===== src/rtl/fetch_pkg.sv =====
// Shared fetch/decode definitions: state encoding, HALT opcode and opcode-field slice.
package fetch_pkg;

    localparam int unsigned NB_INSTRUCTION_DEF = 16;
    localparam int unsigned NB_ADDR_DEF        = 10;
    localparam int unsigned NB_OPCODE_DEF      = 5;
    localparam int unsigned NB_CYCLES_DEF      = 32;

    // Opcode lives in the instruction MSBs
    localparam int unsigned OPCODE_MSB = NB_INSTRUCTION_DEF - 1;
    localparam int unsigned OPCODE_LSB = NB_INSTRUCTION_DEF - NB_OPCODE_DEF;

    localparam logic [NB_OPCODE_DEF-1:0] HALT_OPCODE = 5'b00000;

    typedef enum logic [1:0] {
        ST_IDLE = 2'd0,
        ST_RUN  = 2'd1,
        ST_HALT = 2'd2
    } fetch_state_e;

endpackage


===== src/rtl/instr_fetch_unit_if.sv =====
// Fetch-side bus: program ROM read port plus the valid/ready link to the decoder.
interface instr_fetch_unit_if #(
    parameter int unsigned NB_INSTRUCTION = 16,
    parameter int unsigned NB_ADDR        = 10
) ();
    logic [NB_ADDR-1:0]        o_rom_addr;
    logic [NB_INSTRUCTION-1:0] i_rom_data;
    logic [NB_INSTRUCTION-1:0] o_instr;
    logic                      o_instr_valid;
    logic                      i_instr_ready;
    logic [NB_ADDR-1:0]        o_pc;

    modport master (
        output o_rom_addr,
        input  i_rom_data,
        output o_instr,
        output o_instr_valid,
        input  i_instr_ready,
        output o_pc
    );

    modport slave (
        input  o_rom_addr,
        output i_rom_data,
        input  o_instr,
        input  o_instr_valid,
        output i_instr_ready,
        input  o_pc
    );
endinterface


===== src/rtl/instr_fetch_unit_sat_counter.sv =====
// Saturating up-counter with enable and synchronous active-low clear.
module sat_counter #(
    parameter int unsigned NB_COUNT = 32
) (
    input  logic                i_clock,
    input  logic                i_clear_n,
    input  logic                i_enable,
    output logic [NB_COUNT-1:0] o_count
);
    logic [NB_COUNT-1:0] r_count;

    always_ff @(posedge i_clock) begin
        if (!i_clear_n) begin
            r_count <= '0;
        end else if (i_enable && (r_count != '1)) begin
            r_count <= r_count + NB_COUNT'(1);
        end
    end

    assign o_count = r_count;
endmodule


===== src/rtl/instr_fetch_unit.sv =====
// PC / fetch stage: reads the program ROM, registers each word and hands it to the decoder.
module instr_fetch_unit
    import fetch_pkg::*;
#(
    parameter int unsigned NB_INSTRUCTION = NB_INSTRUCTION_DEF,
    parameter int unsigned NB_ADDR        = NB_ADDR_DEF,
    parameter int unsigned NB_OPCODE      = NB_OPCODE_DEF,
    parameter int unsigned NB_CYCLES      = NB_CYCLES_DEF
) (
    input  logic                    i_clock,
    input  logic                    i_reset,
    input  logic                    i_start,
    instr_fetch_unit_if.master      fetch_bus,
    output logic                    o_halted,
    output logic                    o_pc_overflow,
    output logic [NB_CYCLES-1:0]    o_cycle_count
);
    localparam logic [NB_ADDR-1:0] PC_LAST = '1;

    fetch_state_e              r_state;
    logic [NB_ADDR-1:0]        r_pc;
    logic [NB_ADDR-1:0]        r_pc_out;
    logic [NB_INSTRUCTION-1:0] r_instr;
    logic                      r_valid;
    logic                      r_halted;
    logic                      r_overflow;

    logic [NB_OPCODE-1:0]      w_opcode;
    logic                      w_is_halt;
    logic                      w_run;
    logic                      w_capture;

    assign w_opcode  = fetch_bus.i_rom_data[NB_INSTRUCTION-1 -: NB_OPCODE];
    assign w_is_halt = (w_opcode == NB_OPCODE'(HALT_OPCODE));
    assign w_run     = (r_state == ST_RUN);
    // Output register is free, or its contents leave on this edge
    assign w_capture = w_run && (!r_valid || fetch_bus.i_instr_ready);

    always_ff @(posedge i_clock) begin
        if (!i_reset) begin
            r_state    <= ST_IDLE;
            r_pc       <= '0;
            r_pc_out   <= '0;
            r_instr    <= '0;
            r_valid    <= 1'b0;
            r_halted   <= 1'b0;
            r_overflow <= 1'b0;
        end else begin
            case (r_state)
                ST_IDLE: begin
                    if (i_start) begin
                        r_state <= ST_RUN;
                    end
                end
                ST_RUN: begin
                    if (w_capture) begin
                        r_instr  <= fetch_bus.i_rom_data;
                        r_pc_out <= r_pc;
                        r_valid  <= 1'b1;
                        if (w_is_halt) begin
                            r_state  <= ST_HALT;
                            r_halted <= 1'b1;
                        end else if (r_pc == PC_LAST) begin
                            r_state    <= ST_HALT;
                            r_halted   <= 1'b1;
                            r_overflow <= 1'b1;
                        end else begin
                            r_pc <= r_pc + NB_ADDR'(1);
                        end
                    end
                end
                ST_HALT: begin
                    // Drain the last delivered instruction; only reset leaves HALT
                    if (r_valid && fetch_bus.i_instr_ready) begin
                        r_valid <= 1'b0;
                    end
                end
                default: begin
                    r_state <= ST_IDLE;
                end
            endcase
        end
    end

    sat_counter #(
        .NB_COUNT (NB_CYCLES)
    ) u_cycle_counter (
        .i_clock   (i_clock),
        .i_clear_n (i_reset),
        .i_enable  (w_run),
        .o_count   (o_cycle_count)
    );

    assign fetch_bus.o_rom_addr    = r_pc;
    assign fetch_bus.o_instr       = r_instr;
    assign fetch_bus.o_instr_valid = r_valid;
    assign fetch_bus.o_pc          = r_pc_out;
    assign o_halted                = r_halted;
    assign o_pc_overflow           = r_overflow;
endmodule


===== src/flat_wrapper.sv =====
// flat-port wrapper written by rule: the top's interface ports become plain ports
module instr_fetch_unit_flat import fetch_pkg::*;
#(
    parameter int unsigned NB_INSTRUCTION = NB_INSTRUCTION_DEF,
    parameter int unsigned NB_ADDR        = NB_ADDR_DEF,
    parameter int unsigned NB_OPCODE      = NB_OPCODE_DEF,
    parameter int unsigned NB_CYCLES      = NB_CYCLES_DEF
)
  (i_clock, i_reset, i_start, o_halted, o_pc_overflow, o_cycle_count, fetch_bus_o_rom_addr, fetch_bus_i_rom_data, fetch_bus_o_instr, fetch_bus_o_instr_valid, fetch_bus_i_instr_ready, fetch_bus_o_pc);
  instr_fetch_unit_if #(.NB_INSTRUCTION(NB_INSTRUCTION), .NB_ADDR(NB_ADDR)) fetch_bus_i ();
  input  logic i_clock;
  input  logic i_reset;
  input  logic i_start;
  output logic o_halted;
  output logic o_pc_overflow;
  output logic [NB_CYCLES-1:0] o_cycle_count;
  output wire logic [$bits(fetch_bus_i.o_rom_addr)-1:0] fetch_bus_o_rom_addr;
  input wire logic [$bits(fetch_bus_i.i_rom_data)-1:0] fetch_bus_i_rom_data;
  output wire logic [$bits(fetch_bus_i.o_instr)-1:0] fetch_bus_o_instr;
  output wire logic [$bits(fetch_bus_i.o_instr_valid)-1:0] fetch_bus_o_instr_valid;
  input wire logic [$bits(fetch_bus_i.i_instr_ready)-1:0] fetch_bus_i_instr_ready;
  output wire logic [$bits(fetch_bus_i.o_pc)-1:0] fetch_bus_o_pc;
  assign fetch_bus_o_rom_addr = fetch_bus_i.o_rom_addr;
  assign fetch_bus_i.i_rom_data = fetch_bus_i_rom_data;
  assign fetch_bus_o_instr = fetch_bus_i.o_instr;
  assign fetch_bus_o_instr_valid = fetch_bus_i.o_instr_valid;
  assign fetch_bus_i.i_instr_ready = fetch_bus_i_instr_ready;
  assign fetch_bus_o_pc = fetch_bus_i.o_pc;
  instr_fetch_unit #(.NB_INSTRUCTION(NB_INSTRUCTION), .NB_ADDR(NB_ADDR), .NB_OPCODE(NB_OPCODE), .NB_CYCLES(NB_CYCLES)) u_core (.i_clock(i_clock), .i_reset(i_reset), .i_start(i_start), .fetch_bus(fetch_bus_i), .o_halted(o_halted), .o_pc_overflow(o_pc_overflow), .o_cycle_count(o_cycle_count));
endmodule

===== config.mk =====
export PLATFORM = sky130hd
export DESIGN_NAME = instr_fetch_unit_flat
export DESIGN_NICKNAME = d
export VERILOG_FILES = /design/src/rtl/fetch_pkg.sv /design/src/rtl/instr_fetch_unit_if.sv /design/src/rtl/instr_fetch_unit_sat_counter.sv /design/src/rtl/instr_fetch_unit.sv /design/src/flat_wrapper.sv
export SDC_FILE = /design/constraint.sdc
export NUM_CORES = 1
export LEC_CHECK = 0
export ABC_AREA = 1
export BUFFER_PORTS_ARGS = -buffer_cell sky130_fd_sc_hd__buf_2
export CORE_MARGIN = 2
export CORE_UTILIZATION = 55
export DETAILED_ROUTE_END_ITERATION = 8
export GPL_TIMING_DRIVEN = 0
export HOLD_SLACK_MARGIN = 0.02
export PLACE_DENSITY = 0.82
export SETUP_SLACK_MARGIN = 0.15
export SYNTH_ARGS = -nofsm -noshare
export SYNTH_HDL_FRONTEND = slang
export SYNTH_SLANG_ARGS = --single-unit
export TNS_END_PERCENT = 20

===== constraint.sdc =====
create_clock -name i_clock -period 4 [get_ports i_clock]
set_input_delay 0.2 -clock i_clock [delete_from_list [all_inputs] [get_ports i_clock]]
set_output_delay 0.2 -clock i_clock [all_outputs]
set_load 0.01 [all_outputs]

==> results of run 1 <==
-- through the flow --
step | total power, mW | cell area [µm²] | worst slack [ns] | utilization (%)
floorplan | 0.907 | 3750 | 2.25 | -
global placement | 0.972 | 4310 | 2.13 | 64.4
detailed placement | 0.977 | 4310 | 2.10 | 64.4
CTS | 1.61 | 4530 | 2.07 | 67.7
global route | 1.67 | 4530 | 1.88 | 67.7
finish | 1.61 | 4530 | 2.06 | 67.7
-- flip-flops by register name (all words and copies together), names as in the netlist --
name,count
u_core.fetch_bus.o_pc,10
u_core.o_pc_overflow,1
u_core.fetch_bus.o_rom_addr,10
u_core.o_halted,1
u_core.fetch_bus.o_instr_valid,1
u_core.r_state,2
u_core.fetch_bus.o_instr,16
u_core.u_cycle_counter.o_count,32
-- worst max path at each step --
stage                                      startpoint                                  to  slack, ns
floorplan           u_core.u_cycle_counter.o_count[0]  u_core.u_cycle_counter.o_count[10]       2.25
global placement    u_core.u_cycle_counter.o_count[0]  u_core.u_cycle_counter.o_count[14]       2.13
detailed placement  u_core.u_cycle_counter.o_count[0]  u_core.u_cycle_counter.o_count[10]       2.10
CTS                    u_core.fetch_bus.o_rom_addr[0]      u_core.fetch_bus.o_rom_addr[2]       2.07
global route           u_core.fetch_bus.o_rom_addr[0]      u_core.fetch_bus.o_rom_addr[3]       1.88
finish                 u_core.fetch_bus.o_rom_addr[0]      u_core.fetch_bus.o_rom_addr[2]       2.06
-- metal layers --
layer	GRT usage, %	part of all wire, %
met3	5.43	6.9
met4	12.2	2.5
met2	44.6	48
met5	0	0
met1	31.0	43
-- final cells by class --
cell class                      instances  area share (%)
Multi-Input combinational cell        410            43.5
Sequential cell                        73            32.3
Timing Repair Buffer                   90            9.95
Inverter                               53            4.40
Clock buffer                           10            2.82
Buffer                                 19            2.79
Tap cell                               80            2.21
Clock inverter                          6            2.05
-- cells in the mapped netlist (all sizes together), types with 5 or more instances --
cell    count  area share, %
nand2     156             17
nor2      115             12
dfxtp      73             39
inv        51            5.1
a21oi      44            7.2
o21ai      30            4.0
nand3      18            2.4
xor2       16            3.7
nand4      13            2.2
clkbuf     10            1.0
buf         9            2.4
nor3        8            1.1
xnor2       5            1.2
-- worst max-delay path, delay by kind of cell, from the launching register on --
family	cells	cell delay, ns
AOI/OAI and AO/OA	1	0.18
adders and majority gates	1	0.21
buffers and inverters	1	0.21
DFF	1	0.42
and+or+nand+nor	5	0.84
-- power groups by stage --
stage,combinational (mW),sequential [mW],clock (mW)
floorplan,0.0991,0.808,0
global placement,0.180,0.792,0
detailed placement,0.184,0.794,0
CTS,0.185,0.778,0.649
global route,0.205,0.782,0.685
finish,0.184,0.778,0.645
-- cells by family after synthesis --
logic type,count (synthesis),share of synthesized area [%]
adder cells (fa/ha/maj),2,0.666
flip-flops,73,38.9
AND/OR/NAND/NOR,312,35.5
AO/OA/AOI/OAI,75,11.3
buffers and inverters,72,8.66
XOR/XNOR,21,4.90
==> flow_metrics.tcl, run 1 <==
set metrics [dict create \
    worst-endpoint-arrival_ns 2.21 \
    reg2reg_to "u_core.fetch_bus.o_rom_addr[2]" \
    diodes 0 \
    vias_per_cell 5.18 \
    num_rows 30 \
    start_util_pct 56.2 \
    p_sw_share_pct 26.6 \
    fin_cells 741 \
    worst_ep_required_time_ns 4.27 \
    fillers 587 \
    status "finished, final reports clean" \
    reg2reg_setup_slack_ns 2.06 \
    p_comb_share_pct 11.4 \
    endpoint_kind "flip-flop" \
    wirelength_mm 9.24 \
    synthArstFlopShare_pct 0 \
    crit_chain "ha_1, nand2_1, nor2_1, nand4_1, nand3_1, buf_4, nand2_1, a21oi_1" \
    fin_crit_ns 1.94 \
    fin_setup_tns_ns 0 \
    fin_skew_ns 0.00844 \
    postCtsHoldBufs 0 \
    fmax_mhz 514 \
    cts_sinks 73 \
    setup_viol 0 \
    place_congestion 0.916 \
    maxCapViolCount 0 \
    syn_inst 555 \
    peakVddDrop_uv 245 \
    fin_crit_sh_pct 48.6 \
    synthFlopType "dfxtp_1" \
    p_sw_uw 427 \
    routedWlPerCell_um 12.5 \
    cts-root-buf "clkbuf_8" \
    hold_depth 3 \
    hold_viol 0 \
    grt_max_degree 14 \
    dieArea_mm2 0.00750 \
    syn_area_mm2 0.00375 \
    post_cts_buffers 0 \
    power.density_mw_per_mm2 355 \
    dp.cells 725 \
    tightest_slew_ns 0.696 \
    seq_area_frac_synth_pct 38.9 \
    cts_buffers 9 \
    grt_pass1_vias 3674 \
    drc 0 \
    htreeDepth 3 \
    clkTransAtPathRegs_ns 0.08 \
    antenna_found_initial 0 \
    die_h_um 86.6 \
    drt_iter0_drc 231 \
    gr-usage-all-layers_pct 26.0 \
    slowest_delay_ns 0.42 \
    clkLatencyLatePin_ns 0.35 \
    final_cell_mix "143 x nand2_1, 110 x nor2_1, 91 x buf_2" \
    slowest_stage "dfxtp_1" \
    first_pass_iters 4 \
    ys_warn_count 0 \
    holdPathEnd "u_core.fetch_bus.o_instr[8]" \
    crit_fanout 10 \
    drive_above_1_share_pct 21.9 \
    ff2ff_path_depth 8 \
    dp_hpwl_mm 6.87 \
    num_io_pins 91 \
    p_int_mw 1.18 \
    final_antenna_net_count 0 \
    worstHoldStart "fetch_bus_i_rom_data[8]" \
    cts_tree "yes" \
    slew_violations 0 \
    rsz0062_at_grt "no" \
    grt_pass1_wl_mm 15.8 \
    synth_edf_count 0 \
    grt_overflow 0 \
    critPathKind "flip-flop to flip-flop" \
    core-area_mm2 0.00668 \
    hp-class "input port to flip-flop" \
    clk_path_buf_depth 2 \
    syn_to_final_growth_pct 20.5 \
    relSlewSlack_pct 53.6 \
    io_buffer_count 90 \
    seqCellArea_mm2 0.00146 \
    vias 3842 \
    syn-num-nets 577 \
    startpoint_type "flip-flop" \
    ys_ff_latch 73 \
    synth_cell_types 31 \
    multi_input_area_mm2 0.00197 \
    regToRegStartpoint "u_core.fetch_bus.o_rom_addr[0]" \
    cts_resized 0 \
    p_leak_nw 2.04 \
    crit_top_cell "nand2_1" \
    seq_power_share_pct 48.4 \
    syn_area_per_cell_um2 6.77 \
    pwr-share-clk_pct 40.2 \
    layout_commonest_cell "nand2_1" \
    fin_hold_ws_ns 0.0725 \
    fin_nets 678 \
    fp.dieW_um 86.6 \
]
No activity file was read; power rests on OpenSTA's default activity.
==> inputs of run 2 (changes only) <==
--- a/config.mk
+++ b/config.mk
@@ -8,11 +8,11 @@
 export ABC_AREA = 1
 export BUFFER_PORTS_ARGS = -buffer_cell sky130_fd_sc_hd__buf_2
 export CORE_MARGIN = 2
-export CORE_UTILIZATION = 55
+export CORE_UTILIZATION = 54
 export DETAILED_ROUTE_END_ITERATION = 8
 export GPL_TIMING_DRIVEN = 0
 export HOLD_SLACK_MARGIN = 0.02
-export PLACE_DENSITY = 0.82
+export PLACE_DENSITY = 0.8
 export SETUP_SLACK_MARGIN = 0.15
 export SYNTH_ARGS = -nofsm -noshare
 export SYNTH_HDL_FRONTEND = slang
==> constraint.sdc (replaced) <==
create_clock -name i_clock -period 1.86 [get_ports i_clock]
set_input_delay 0.093 -clock i_clock [delete_from_list [all_inputs] [get_ports i_clock]]
set_output_delay 0.093 -clock i_clock [all_outputs]
set_load 0.01 [all_outputs]
==> flow_metrics.tcl, run 2 (synthesis gave the netlist of run 1 again) <==
set metrics [dict create \
    drive_above_1_share_pct 25.9 \
    fin_crit_sh_pct 88.9 \
    fin_setup_tns_ns 0 \
    regToRegStartpoint "u_core.fetch_bus.o_rom_addr[1]" \
    fin_hold_ws_ns 0.0256 \
    pwr-share-clk_pct 38.2 \
    die_h_um 87.4 \
    routedWlPerCell_um 13.2 \
    grt_overflow 0 \
    fmax_mhz 605 \
    final_core_util_pct 71.1 \
    tightest_slew_ns 0.707 \
    fin_skew_ns 0.0114 \
    drc 0 \
    fin_nets 704 \
    p_sw_uw 958 \
    diodes 0 \
    slowest_delay_ns 0.39 \
    hp-class "input port to flip-flop" \
    path_buf_inv 1 \
    crit_chain "ha_1, nand2_1, nor2_2, nand4_1, nand3_2, buf_4, nand2_1, a21oi_1" \
    start_util_pct 55.6 \
    worstHoldStart "fetch_bus_i_instr_ready" \
    critPathKind "flip-flop to flip-flop" \
    p_sw_share_pct 27.9 \
    p_total_mw 3.43 \
    slew_violations 0 \
    htreeDepth 3 \
    dieArea_mm2 0.00764 \
    first_pass_iters 5 \
    hold_viol 0 \
    syn_to_final_growth_pct 28.0 \
    final_cell_mix "143 x nand2_1, 106 x nor2_1, 91 x buf_2" \
    ff2ff_path_depth 8 \
    grt_max_degree 14 \
    hold_depth 4 \
    p_leak_nw 2.17 \
    num_rows 30 \
    clk_path_buf_depth 2 \
    worst_ep_required_time_ns 2.14 \
    grt_pass1_vias 3683 \
    fp.dieW_um 87.4 \
    fin_cells 766 \
    endpoint_kind "flip-flop" \
    drt_iter0_drc 164 \
    reg2reg_setup_slack_ns 0.21 \
    largest_reg_flops 32 \
    place_congestion 0.921 \
    relSlewSlack_pct 52.9 \
    vias 3942 \
    worst-endpoint-arrival_ns 1.93 \
    final_antenna_net_count 0 \
    layout_commonest_cell "nand2_1" \
    clkLatencyLatePin_ns 0.36 \
    startpoint_type "flip-flop" \
    power.density_mw_per_mm2 714 \
    vias_per_cell 5.15 \
    reg2reg_to "u_core.fetch_bus.o_rom_addr[6]" \
    dp_hpwl_mm 6.93 \
    cts_buffers 9 \
    crit_fanout 10 \
    clkTransAtPathRegs_ns 0.09 \
    fin_crit_ns 1.65 \
    rsz0062_at_grt "yes" \
    holdPathEnd "u_core.fetch_bus.o_instr_valid" \
    num_io_pins 91 \
    wirelength_mm 10.1 \
    cp-startpoint "u_core.fetch_bus.o_rom_addr[1]" \
    peakVddDrop_uv 557 \
    antenna_found_initial 0 \
    maxCapViolCount 0 \
    p_int_mw 2.47 \
    slowest_stage "dfxtp_1" \
    core-area_mm2 0.00676 \
    setup_viol 0 \
    seq_power_share_pct 48.8 \
    gr-usage-all-layers_pct 27.0 \
    cts_tree "yes" \
    p_comb_share_pct 13.1 \
    io_buffer_count 90 \
    status "finished, final reports clean" \
    cts-root-buf "clkbuf_8" \
    crit_family "simple AND/OR/NAND/NOR gates" \
    crit_top_cell "nand2_1" \
    cts_sinks 73 \
    dp.cells 725 \
    grt_pass1_wl_mm 16.5 \
]
==> run 2: what timing repair did <==
item,4_1_cts,5_1_grt
hold buffers,16,0
buffers inserted,5,5
pin swaps,3,3
gates cloned,0,0
setup endpoints to repair,38,61
hold endpoints to repair,16,0
gates resized for setup,5,24
==> run 2: how the worst max path moves through the flow <==
stage,to,cells after the start,slack (ns)
after global placement,u_core.fetch_bus.o_rom_addr[4],8,0.03
final,u_core.fetch_bus.o_rom_addr[6],8,0.21
after floorplan,u_core.u_cycle_counter.o_count[10],11,0.16
after CTS,u_core.u_cycle_counter.o_count[30],11,0.12
after detailed placement,u_core.u_cycle_counter.o_count[14],11,0.003
after global routing,u_core.u_cycle_counter.o_count[18],11,0.09
==> run 2: routing by layer <==
metal  vias to the layer above  track usage (%)  part of all wire [%]
li1                       1996                -                     -
met1                      1780             32.7                    43
met4                         0             12.0                   2.4
met3                        25             6.35                   6.6
met5                         -                0                     0
met2                       141             45.5                    48
==> run 2: final cells by class <==
type | count | area (µm²)
sequential | 73 | 1490
multi-input combinational | 410 | 2000
fill | 536 | 1950
inverter | 53 | 199
timing repair buffer | 116 | 689
clock buffer | 10 | 138
tap | 80 | 100
buffer | 19 | 129
clock inverter | 5 | 63.8
==> run 2: through the flow <==
stage	cell area (µm²)	setup WS, ns
global placement	4310	0.0328
detailed placement	4310	0.00335
global route	4800	0.0905
finish	4800	0.207
floorplan	3760	0.156
CTS	4720	0.125
==> run 2: power by group through the flow <==
stage | registers (mW) | logic (mW) | clock network [mW]
after global routing | 1.68 | 0.494 | 1.39
after floorplan | 1.74 | 0.213 | 0
after global placement | 1.70 | 0.386 | 0
after detailed placement | 1.71 | 0.396 | 0
after CTS | 1.67 | 0.425 | 1.32
final | 1.67 | 0.448 | 1.31
==> run 2: worst min-delay path, stage by stage <==
cell     delay (ns)
buf_2          0.07
nor2_1         0.06
inv_1          0.05
a21oi_1        0.05
==> inputs of run 3 (changes only) <==
--- a/config.mk
+++ b/config.mk
@@ -12,7 +12,7 @@
 export DETAILED_ROUTE_END_ITERATION = 8
 export GPL_TIMING_DRIVEN = 0
 export HOLD_SLACK_MARGIN = 0.02
-export PLACE_DENSITY = 0.8
+export PLACE_DENSITY_LB_ADDON = 0.25
 export SETUP_SLACK_MARGIN = 0.15
 export SYNTH_ARGS = -nofsm -noshare
 export SYNTH_HDL_FRONTEND = slang
==> constraint.sdc (replaced) <==
create_clock -name i_clock -period 1.86 [get_ports i_clock]
set_input_delay 0.186 -clock i_clock [delete_from_list [all_inputs] [get_ports i_clock]]
set_output_delay 0.186 -clock i_clock [all_outputs]
set_load 0.01 [all_outputs]
==> flow_metrics.tcl, run 3 (synthesis gave the netlist of run 1 again) <==
set metrics [dict create \
    vias_per_cell 5.16 \
    place_congestion 0.926 \
    peakVddDrop_uv 535 \
    fp.dieW_um 87.4 \
    worstHoldStart "fetch_bus_i_rom_data[9]" \
    slew_violations 0 \
    rsz0062_at_grt "yes" \
    largest_reg_flops 32 \
    layout_commonest_cell "nand2_1" \
    fin_skew_ns 0.0108 \
    final_core_util_pct 69.1 \
    ff2ff_path_depth 8 \
    fin_hold_ws_ns 0.0481 \
    cts-root-buf "clkbuf_8" \
    top_layer_used "met4" \
    final_cell_mix "142 x nand2_1, 107 x nor2_1, 91 x buf_2" \
    setup_ws_ns 0.185 \
    dp_hpwl_mm 7.03 \
    hold_viol 0 \
    first_pass_iters 5 \
    grt_pass1_wl_mm 15.6 \
    htreeDepth 3 \
    core-area_mm2 0.00676 \
    crit_chain "ha_1, nand2_1, nor2_4, nand4_1, nand3_2, buf_4, nand2_1, a21oi_1" \
    fin_crit_sh_pct 90.0 \
    final_antenna_net_count 0 \
    cts_sinks 73 \
    slowest_stage "dfxtp_4" \
    num_io_pins 91 \
    cts_tree "yes" \
    vias 3884 \
    num_rows 30 \
    crit_top_cell "nand2_1" \
    drive_above_1_share_pct 27.2 \
    p_total_mw 3.41 \
    worst-endpoint-arrival_ns 1.96 \
    maxCapViolCount 0 \
    path_buf_inv 1 \
    wl_met3_um 624 \
    grt_overflow 0 \
    clkLatencyLatePin_ns 0.36 \
    worst_ep_required_time_ns 2.15 \
    antenna_found_initial 0 \
    fin_cells 752 \
    start_util_pct 55.6 \
    dp_worst_setup_slack_ns -0.0679 \
    gr-usage-all-layers_pct 25.6 \
    fin_crit_ns 1.67 \
    crit_fanout 6 \
    grt_max_degree 15 \
    tightest_slew_ns 0.721 \
    setup_viol 0 \
    power.density_mw_per_mm2 730 \
    routedWlPerCell_um 12.9 \
    fin_setup_tns_ns 0 \
    dieArea_mm2 0.00764 \
    drt-met1-wl_mm 4.18 \
    die_h_um 87.4 \
    crit_family "simple AND/OR/NAND/NOR gates" \
    clk_path_buf_depth 2 \
    slowest_delay_ns 0.38 \
    hp-class "input port to flip-flop" \
    fin_nets 689 \
    critPathKind "flip-flop to flip-flop" \
    fmax_mhz 597 \
    endpoint_kind "flip-flop" \
    fillers 595 \
    holdPathEnd "u_core.fetch_bus.o_instr[9]" \
    grt_pass1_vias 3665 \
    wirelength_mm 9.68 \
    status "finished, final reports clean" \
    dr_wl_met2_mm 4.72 \
    drt_iter0_drc 203 \
    reg2reg_to "u_core.fetch_bus.o_rom_addr[2]" \
    fin_area_mm2 0.00467 \
    startpoint_type "flip-flop" \
    regToRegStartpoint "u_core.fetch_bus.o_rom_addr[0]" \
    drc 0 \
    io_buffer_count 90 \
    relSlewSlack_pct 51.9 \
    hold_depth 3 \
    dp.cells 725 \
    diodes 0 \
    cp-startpoint "u_core.fetch_bus.o_rom_addr[0]" \
    cts_buffers 9 \
    syn_to_final_growth_pct 24.4 \
    dpl_cell_area_mm2 0.00431 \
    reg2reg_setup_slack_ns 0.19 \
    clkTransAtPathRegs_ns 0.09 \
    p_leak_nw 2.13 \
]
## run 3: worst reg2reg max path, cell delays in order, from the launching register on
cell	delay, ns
dfxtp_4	0.38
ha_1	0.18
nand2_1	0.11
nor2_4	0.14
nand4_1	0.20
nand3_2	0.21
buf_4	0.18
nand2_1	0.06
a21oi_1	0.15
## run 3: area by class of cell
| cell class | instances | area (µm²) | share of cell area [%] |
|---|---|---|---|
| buffer | 19 | 133 | 2.84 |
| clock inverter | 7 | 77.6 | 1.66 |
| clock buffer | 9 | 124 | 2.65 |
| inverter | 53 | 199 | 4.26 |
| tap | 80 | 100 | 2.14 |
| sequential | 73 | 1490 | 31.9 |
| multi-input combinational | 410 | 2020 | 43.2 |
| timing repair buffer | 101 | 533 | 11.4 |
## run 3: per-layer routing
metal  vias up  GRT usage (%)
met4         0           9.51
met3        19           6.54
li1       1972              -
met5         -              0
met2       134           43.5
met1      1759           31.0
## run 3: power by group
group | leakage [nW] | switching [mW] | total (mW) | internal [mW]
registers | 0.602 | 0.0411 | 1.67 | 1.63
logic | 1.42 | 0.259 | 0.422 | 0.163
clock network | 0.100 | 0.681 | 1.31 | 0.632
## run 3: timing repair
item	4_1_cts	5_1_grt
hold buffers	0	0
pin swaps	3	2
buffers inserted	6	4
gates resized for setup	5	31
endpoints found under the setup margin	38	66
cloned	0	1
## run 3: worst max path at each step
stage | to | slack [ns] | depth (start not counted)
after floorplan | u_core.u_cycle_counter.o_count[10] | 0.16 | 11
after global placement | u_core.fetch_bus.o_rom_addr[4] | 0.04 | 8
after detailed placement | u_core.fetch_bus.o_rom_addr[7] | -0.07 | 8
after CTS | u_core.fetch_bus.o_rom_addr[7] | 0.15 | 8
after global routing | u_core.u_cycle_counter.o_count[25] | 0.1 | 8
final | u_core.fetch_bus.o_rom_addr[2] | 0.19 | 8
